### src/rtl/bp_inflight_queue.sv
// bp_inflight_queue: ordered record of predicted branches between fetch and execute.
// Each resolve pops the oldest entry, trains the predictor one cycle later, and
// raises a redirect when the stored prediction disagrees with the actual outcome.
module bp_inflight_queue #(
   parameter int DEPTH  = 4,
   parameter int META_W = 4
) (
   input  logic                     clk,
   input  logic                     rst,
   input  logic                     load_stall,
   input  logic                     push,
   input  logic [31:0]              push_pc,
   input  logic                     push_pred,
   input  logic [31:0]              push_target,
   input  logic [META_W-1:0]        push_meta,
   output logic                     full,
   output logic [$clog2(DEPTH):0]   count,
   input  logic                     resolve_valid,
   input  logic                     resolve_taken,
   input  logic [31:0]              resolve_target,
   input  logic                     ext_flush,
   output logic                     upd_valid,
   output logic                     upd_taken,
   output logic [31:0]              upd_waddr,
   output logic [META_W-1:0]        upd_meta,
   output logic                     mispredict,
   output logic [31:0]              redirect_pc,
   output logic                     err_overflow,
   output logic                     err_underflow
);

   localparam int PW = $clog2(DEPTH);
   localparam int CW = PW + 1;

   // Sequential fall-through address; wraps modulo 2^32 by width.
   function automatic logic [31:0] f_fallthrough(input logic [31:0] pc);
      return pc + 32'd4;
   endfunction

   // Entry storage (data only, never reset)
   logic [31:0]       r_pc   [DEPTH];
   logic              r_pred [DEPTH];
   logic [31:0]       r_tgt  [DEPTH];
   logic [META_W-1:0] r_meta [DEPTH];

   // Control state
   logic [PW-1:0]     r_rd;
   logic [PW-1:0]     r_wr;
   logic [CW-1:0]     r_count;
   logic              r_err_ovf;
   logic              r_err_udf;

   // Training / redirect response registers
   logic              r_upd_valid_p1;
   logic              r_upd_taken_p1;
   logic [31:0]       r_upd_waddr_p1;
   logic [META_W-1:0] r_upd_meta_p1;
   logic              r_mis_p1;
   logic [31:0]       r_redirect_p1;

   logic              w_empty;
   logic              w_full;
   logic              w_pop;
   logic              w_underflow;
   logic              w_push_req;
   logic              w_push_ok;
   logic              w_overflow;
   logic              w_flush;
   logic              w_mis;
   logic              w_dir_miss;
   logic              w_tgt_miss;
   logic [31:0]       w_head_pc;
   logic              w_head_pred;
   logic [31:0]       w_head_tgt;
   logic [META_W-1:0] w_head_meta;
   logic [31:0]       w_redirect;
   logic [CW-1:0]     w_inc;
   logic [CW-1:0]     w_dec;

   assign w_empty     = (r_count == '0);
   assign w_full      = (r_count == CW'(DEPTH));
   assign w_pop       = resolve_valid & ~load_stall & ~w_empty;
   assign w_underflow = resolve_valid & ~load_stall & w_empty;

   assign w_head_pc   = r_pc[r_rd];
   assign w_head_pred = r_pred[r_rd];
   assign w_head_tgt  = r_tgt[r_rd];
   assign w_head_meta = r_meta[r_rd];

   // A wrong direction, or a correct taken guess to the wrong place, both redirect.
   assign w_dir_miss  = w_head_pred ^ resolve_taken;
   assign w_tgt_miss  = w_head_pred & resolve_taken & (w_head_tgt != resolve_target);
   assign w_mis       = w_pop & (w_dir_miss | w_tgt_miss);
   assign w_redirect  = resolve_taken ? resolve_target : f_fallthrough(w_head_pc);

   // A flush makes any same-cycle push wrong-path: it is dropped silently.
   assign w_flush     = w_mis | (ext_flush & ~load_stall);
   assign w_push_req  = push & ~load_stall;
   assign w_push_ok   = w_push_req & ~w_flush & (~w_full | w_pop);
   assign w_overflow  = w_push_req & ~w_flush & w_full & ~w_pop;

   assign w_inc       = {{(CW-1){1'b0}}, w_push_ok};
   assign w_dec       = {{(CW-1){1'b0}}, w_pop};

   // Write accepted branches into the slot at the write pointer.
   always_ff @(posedge clk) begin
      if (w_push_ok) begin
         r_pc[r_wr]   <= push_pc;
         r_pred[r_wr] <= push_pred;
         r_tgt[r_wr]  <= push_target;
         r_meta[r_wr] <= push_meta;
      end
   end

   // Pointers, occupancy and sticky error flags.
   always_ff @(posedge clk) begin
      if (rst) begin
         r_rd      <= '0;
         r_wr      <= '0;
         r_count   <= '0;
         r_err_ovf <= 1'b0;
         r_err_udf <= 1'b0;
      end else begin
         if (w_flush) begin
            r_rd    <= r_wr;
            r_count <= '0;
         end else begin
            if (w_pop) begin
               r_rd <= r_rd + 1'b1;
            end
            if (w_push_ok) begin
               r_wr <= r_wr + 1'b1;
            end
            r_count <= r_count + w_inc - w_dec;
         end
         if (w_overflow) begin
            r_err_ovf <= 1'b1;
         end
         if (w_underflow) begin
            r_err_udf <= 1'b1;
         end
      end
   end

   // ---- stage boundary: resolve (N) -> training/redirect response (N+1) ----
   always_ff @(posedge clk) begin
      if (rst) begin
         r_upd_valid_p1 <= 1'b0;
         r_upd_taken_p1 <= 1'b0;
         r_upd_waddr_p1 <= '0;
         r_upd_meta_p1  <= '0;
         r_mis_p1       <= 1'b0;
         r_redirect_p1  <= '0;
      end else begin
         r_upd_valid_p1 <= w_pop;
         r_upd_taken_p1 <= w_pop & resolve_taken;
         r_upd_waddr_p1 <= w_pop ? w_head_pc : '0;
         r_upd_meta_p1  <= w_pop ? w_head_meta : '0;
         r_mis_p1       <= w_mis;
         r_redirect_p1  <= w_mis ? w_redirect : '0;
      end
   end

   assign full          = w_full;
   assign count         = r_count;
   assign upd_valid     = r_upd_valid_p1;
   assign upd_taken     = r_upd_taken_p1;
   assign upd_waddr     = r_upd_waddr_p1;
   assign upd_meta      = r_upd_meta_p1;
   assign mispredict    = r_mis_p1;
   assign redirect_pc   = r_redirect_p1;
   assign err_overflow  = r_err_ovf;
   assign err_underflow = r_err_udf;

endmodule

### config.mk
export PLATFORM = sky130hd
export DESIGN_NAME = bp_inflight_queue
export DESIGN_NICKNAME = d
export VERILOG_FILES = /design/src/rtl/bp_inflight_queue.sv
export SDC_FILE = /design/constraint.sdc
export NUM_CORES = 1
export LEC_CHECK = 0
export CORE_UTILIZATION = 35
export DETAILED_ROUTE_END_ITERATION = 6
export PLACE_DENSITY = 0.53
export SLEW_MARGIN = 15
export SYNTH_ARGS = -nofsm -noshare
export SYNTH_HDL_FRONTEND = slang
export SYNTH_SLANG_ARGS = --single-unit
### constraint.sdc
create_clock -name clk -period 8.5 [get_ports clk]
set_clock_uncertainty 0.15 [all_clocks]
set_input_delay 1.275 -clock clk [delete_from_list [all_inputs] [get_ports clk]]
set_output_delay 1.275 -clock clk [all_outputs]
set_load 0.005 [all_outputs]
==> summary.md, run 1 <==
| Metric | Value |
|---|---|
| Status | `complete, no violations` |
| Die height | `200 microns` |
| Synth cell types | `52` |
| Root buffer cell | `clkbuf_16` |
| Footprint of the multi-input gates | `3590 sq um` |
| Core area | `38700 sq um` |
| CTS-repair resized insts | `0` |
| Post-route cell area | `17500 sq um` |
| Final wirelength | `34.5 mm` |
| # setup viols final | `0` |
| Post-CTS Hold Buffers | `0` |
| Area Growth Syn to Fin | `26.9%` |
| Diodes inserted | `0` |
| Die area | `40100 sq um` |
| Initial core utilization | `35.5%` |
| Pwr dens | `233 nW/um^2` |
| Syn Area/Cell | `18.0 sq um` |
| Logic pwr share | `9.6%` |
| Register area | `9930 sq um` |
| CTS Buf Count | `40` |
| GPL Wtd Cong | `0.792` |
| Syn nets | `882` |
| Gate Count Post-Synth | `766` |
| I/O Pins | `185` |
| Drt pass-1 iters | `4` |
| Main synth FF type | `edfxtp_1` |
| WP data required | `8.52 ns` |
| Vias in the first global route | `7585` |
| Min Tclk post-route | `4.72 ns` |
| HPWL Detailed | `23.6 mm` |
| Die width | `200 microns` |
| First-pass GRT wire length | `50.0 mm` |
| Setup TNS | `0 ns` |
| Finished Core Util | `45.1%` |
| Routed vias | `7367` |
| DRT iter0 DRCs | `377` |
| Flop pwr share | `48.6%` |
| Maxcap violations | `0` |
| Synth Cell Area | `13800 sq um` |
| EDFF count, synth | `276` |
| Net Sw Power | `0.908 mW` |
| Remaining DRCs | `0` |
| Clk sink count | `358` |
| Critical Path Source Type | `input pin` |
| Rows | `72` |
| F_max | `212 MHz` |
| Design Power | `4.07 mW` |
| Tcrit/Tclk final | `55.5%` |
| Crit end category | `flop` |
| Max FO, Critical Path | `35` |
| Clock power frac | `41.7%` |
| Skew-Pair Late Insertion Delay | `0.55 ns` |
| CTS tree | `built` |
| Final hold viol count | `0` |
| Slew Viols, Final | `0` |
| Routed vias/inst | `4.84` |
| Nets | `1089` |
| Initial antenna violation count | `1` |
| Share of cells above drive strength 1 | `16.4%` |
| Worst Max-Slew Pin Slew | `1.06 ns` |
| Grt ovf | `0` |
| YS warnings | `0` |
| CTS max path bufs | `3` |
| FFs w/ async S/R, synth | `0%` |
| Seq/Total Area, Yosys | `72.2%` |
| Register bit count reported by yosys | `358` |
| Worst Setup Path Type | `in2reg` |
| H-tree levels | `2` |
| Worst Slack Setup Final | `3.78 ns` |
| Worst VDD drop | `0.000120 V` |
| Port bufs | `184` |
| Clock Pin Slew Worst Setup and Hold Paths | `0.06 ns` |
| RSZ-0062 raised after global routing | `no` |
| Switch share | `22.3%` |
| Setup Fix Bufs, Post-CTS | `0` |
| WL per Instance | `22.6 microns` |
| Worst Hold Class | `reg2reg` |
| Critical path arrival | `4.73 ns` |
| Fillcell total | `3399` |
| Largest net degree at the start of global routing | `41` |
| Internal power | `3.16 mW` |
| Slew headroom | `29.6%` |
| Pre-CTS setup slack | `3.25 ns` |
| Total track usage | `17.2%` |
| Placement Cell Area | `16100 sq um` |
| DRT antenna net count | `0` |
| Leakage power | `5.69 nW` |
==> metrics by stage <==
step	std cells	hold slack [ns]
after floorplan	766	0.310
after global placement	1449	0.312
after detailed placement	1449	0.326
after CTS	1523	0.341
after global routing	1523	0.378
final	1523	0.342
==> worst paths after layout <==
check	start	to	slack, ns	cells past startpoint
worst max-delay path	resolve_taken	r_tgt[2][9]	3.78	8
worst max register to register	flop	r_tgt[2][9]	3.84	7
worst min-delay path	err_overflow	err_overflow	0.34	1
worst min register to register	err_overflow	err_overflow	0.34	1
==> area by class of cell <==
cell class                 instances  share of cell area [%]
clock buffer                      60                    6.81
sequential                       358                    56.9
tap                              518                    3.71
multi-input combinational        363                    20.6
inverter                          17                   0.365
timing repair buffer             193                    10.9
clock inverter                    14                   0.702
==> layer usage <==
| layer | GRT usage, % | share of wire (%) | vias to the layer above |
|---|---|---|---|
| li1 | - | - | 3380 |
| met4 | 5.10 | 2.4 | 0 |
| met5 | 0 | 0 | - |
| met2 | 28.2 | 49 | 232 |
| met3 | 3.48 | 5.1 | 51 |
| met1 | 23.0 | 44 | 3704 |
==> cell families (layout without fill, tap and decap cells) <==
| group | after synthesis | in the layout | synth area share [%] |
|---|---|---|---|
| buffers and inverters | 45 | 284 | 1.80 |
| adders and majority gates | 8 | 8 | 0.782 |
| DFF | 358 | 358 | 72.2 |
| muxes | 78 | 78 | 12.0 |
| and+or+nand+nor | 163 | 163 | 6.44 |
| xor gates and xnor gates | 62 | 62 | 3.95 |
| AOI/OAI and AO/OA | 52 | 52 | 2.91 |
==> flip-flops by register name, summed over array words and instances (netlist names), named ones only <==
register and flops:
upd_meta 4, r_wr 2, r_pred 4, mispredict 1, r_tgt 128, err_underflow 1, upd_valid 1, r_pc 128
r_meta 16, err_overflow 1, upd_waddr 32, upd_taken 1, r_rd 2, count 3, redirect_pc 32
==> cell usage in the layout, fill, tap and decap left out, types with 3 or more instances in the layout <==
master           instances
mux2i_1                  8
clkbuf_8                 7
nand4_1                 10
and2_4                   4
buf_4                    9
edfxtp_1               276
and3_1                   5
nand3_1                  7
ha_1                     7
clkdlybuf4s50_1        184
and2_1                  33
clkbuf_16               42
clkinv_1                 4
nor3_1                   5
o211ai_1                 3
a211oi_2                 4
inv_1                   16
and4_1                   4
a21oi_1                 16
nand2_1                 19
dfxtp_1                 80
xnor2_1                 49
nand2b_1                 4
nor4_1                   5
xor2_1                  13
o21ai_0                  3
nor2_1                  53
clkinv_2                 6
a211oi_1                14
mux4_2                  69
clkbuf_1                11
==> synth_stat cells (all sizes together) (5+ instances only) <==
cell | n | area [sq um]
xnor2 | 49 | 429
and2 | 37 | 231
dfxtp | 82 | 1640
nand3 | 8 | 45.0
edfxtp | 276 | 8290
a21oi | 18 | 97.6
clkbuf | 11 | 41.3
mux2i | 8 | 80.1
xor2 | 13 | 114
buf | 17 | 143
nand4 | 12 | 87.6
ha | 7 | 87.6
nor2 | 54 | 205
nor4 | 7 | 73.8
and3 | 5 | 31.3
mux4 | 69 | 1550
inv | 17 | 63.8
nor3 | 5 | 25.0
nand2 | 19 | 71.3
a211oi | 18 | 155
==> power groups by stage <==
stage               logic, mW  registers, mW  clock network, mW
finish                  0.393           1.98               1.70
global route            0.421           1.99               1.81
CTS                     0.400           1.98               1.74
detailed placement      0.398           2.02                  0
global placement        0.399           2.02                  0
floorplan               0.226           2.00                  0
==> worst max-delay path, stage by stage <==
cell,delay (ns)
clkdlybuf4s50_1,0.47
buf_4,0.30
ha_1,0.37
nor3_1,0.53
a21oi_1,0.28
a21boi_4,0.29
and2_4,0.58
buf_4,0.59
No activity file was read; power rests on OpenSTA's default activity.
==> run 2: changes to the inputs <==
==> constraint.sdc (replaced) <==
create_clock -name clk -period 4.45 [get_ports clk]
set_clock_uncertainty 0.15 [all_clocks]
set_input_delay 0.6675 -clock clk [delete_from_list [all_inputs] [get_ports clk]]
set_output_delay 0.6675 -clock clk [all_outputs]
set_load 0.005 [all_outputs]
==> run 2 against run 1 <==
- die area did not move
- final cell count rose by 0.98%
- sequential power rose by 90%
- clock-buffer cell count fell by 5
- critical path type is now reg2reg
- critical endpoint is now count[2]
==> summary.md, run 2 (same netlist as run 1, synthesis figures left out) <==
| Metric | Value |
|---|---|
| Critical path arrival | `4.43 ns` |
| Leakage power | `5.80 nW` |
| Clk sink count | `358` |
| GPL Wtd Cong | `0.808` |
| WP data required | `4.74 ns` |
| Crit end category | `flop` |
| Worst Hold Class | `reg2reg` |
| Post-CTS Hold Buffers | `0` |
| Tcrit/Tclk final | `93.1%` |
| Register area | `9930 sq um` |
| Finished Layout Cells | `1538` |
| Status | `complete, no violations` |
| Most common cell after layout, fill and taps aside | `edfxtp_1` |
| Share of cells above drive strength 1 | `17.6%` |
| Port bufs | `184` |
| DRT iter0 DRCs | `414` |
| Critical Path Source Type | `flop` |
| Maxcap violations | `0` |
| Switch share | `22.2%` |
| # setup viols final | `0` |
| Die height | `200 microns` |
| Die width | `200 microns` |
| Most frequent cells in the layout | `edfxtp_1, clkdlybuf4s50_1, dfxtp_1` |
| Area Growth Syn to Fin | `29.1%` |
| Worst Max-Slew Pin Slew | `0.820 ns` |
| Routed vias | `7406` |
| Max FO, Critical Path | `11` |
| Clock Pin Slew Worst Setup and Hold Paths | `0.06 ns` |
| I/O Pins | `185` |
| Fillcell total | `3412` |
| CTS max path bufs | `3` |
| Top flop regs | `r_pc x128, r_tgt x128` |
| Logic pwr share | `10.0%` |
| Rows | `72` |
| Largest net degree at the start of global routing | `42` |
| Worst Setup Path Type | `reg2reg` |
| Initial core utilization | `35.5%` |
| Setup Fix Bufs, Post-CTS | `0` |
| Nets | `1105` |
| Finished Core Util | `45.8%` |
| Skew-Pair Late Insertion Delay | `0.53 ns` |
| Footprint of the multi-input gates | `3590 sq um` |
| Internal power | `6.11 mW` |
| RSZ-0062 raised after global routing | `no` |
| Final wirelength | `34.4 mm` |
| WL per Instance | `22.4 microns` |
| Root buffer cell | `clkbuf_16` |
| Final hold viol count | `0` |
| Worst VDD drop | `0.000294 V` |
| Pre-CTS setup slack | `0.308 ns` |
| Slew Viols, Final | `0` |
| Drt pass-1 iters | `5` |
| Net Sw Power | `1.74 mW` |
| Flop pwr share | `48.0%` |
| Core area | `38700 sq um` |
| Min Tclk post-route | `4.14 ns` |
| Pwr dens | `442 nW/um^2` |
| Worst Slack Setup Final | `0.307 ns` |
| Die area | `40100 sq um` |
| DRT antenna net count | `0` |
| Setup TNS | `0 ns` |
| F_max | `241 MHz` |
| Diodes inserted | `0` |
| Slew headroom | `45.3%` |
| Remaining DRCs | `0` |
| Reg2reg setup slack | `0.31 ns` |
| CTS-repair resized insts | `0` |
| Vias in the first global route | `7674` |
| CTS tree | `built` |
| Total track usage | `17.3%` |
| Initial antenna violation count | `1` |
| Grt ovf | `0` |
| Routed vias/inst | `4.82` |
| First-pass GRT wire length | `50.8 mm` |
| Clock power frac | `42.0%` |
| H-tree levels | `2` |
| Placed cell count | `1464` |
| CTS Buf Count | `41` |
| HPWL Detailed | `23.8 mm` |
==> run 2: cell types whose count changed in the layout (fill, tap and decap cells not counted), moves of 2 or more <==
cell / previous run / this run
clkinv_1: 4 / 7
clkbuf_1: 11 / 8
clkbuf_8: 7 / 4
clkinv_2: 6 / 4
buf_4: 9 / 11
clkinvlp_4: 0 / 4
buf_12: 0 / 13
==> run 2: power groups by stage <==
| stage | sequential (mW) | clock, mW | combinational, mW |
|---|---|---|---|
| floorplan | 3.82 | 0 | 0.432 |
| global placement | 3.83 | 0 | 0.798 |
| detailed placement | 3.84 | 0 | 0.800 |
| CTS | 3.77 | 3.38 | 0.804 |
| global route | 3.77 | 3.50 | 0.848 |
| finish | 3.76 | 3.30 | 0.785 |
==> run 2: final timing paths <==
| kind | from | endpoint | cells past startpoint |
|---|---|---|---|
| setup / recovery | flop | count[2] | 15 |
| hold reg to reg | err_overflow | err_overflow | 1 |
| setup reg to reg | flop | count[2] | 15 |
| hold / removal | err_overflow | err_overflow | 1 |
==> run 2: per-layer routing <==
metal / vias up / part of all wire, % / track usage [%] / wire length, microns
li1: 3405 / - / - / -
met1: 3772 / 44 / 23.4 / 15300
met2: 187 / 50 / 28.6 / 17100
met3: 40 / 4.4 / 3.34 / 1520
met4: 2 / 1.6 / 4.20 / 559
met5: - / 0.038 / 0 / 13
==> run 2: metrics by stage <==
step	area, sq um	power [mW]	hold slack [ns]
final	17800	7.85	0.345
after global routing	17800	8.13	0.369
after CTS	17800	7.95	0.354
after detailed placement	16400	4.64	0.340
after global placement	16400	4.63	0.326
after floorplan	13800	4.25	0.310
==> run 2: critical path, stage by stage, from the launching register on <==
cell       delay (ns)
dfxtp_4          0.46
buf_12           0.18
buf_4            0.20
mux4_2           0.52
xnor2_1          0.15
nand4_1          0.23
nor4_4           0.35
a21o_4           0.21
a21oi_2          0.07
a2111oi_2        0.39
ha_1             0.20
inv_1            0.05
fa_1             0.37
xor2_1           0.16
xnor2_1          0.14
a211oi_1         0.20
==> run 2: area by class of cell <==
type                       count  area share [%]
inverter                      17           0.359
sequential                   358            55.9
clock inverter                19           0.986
timing repair buffer         208            12.3
tap                          518            3.65
clock buffer                  55            6.54
multi-input combinational    363            20.2
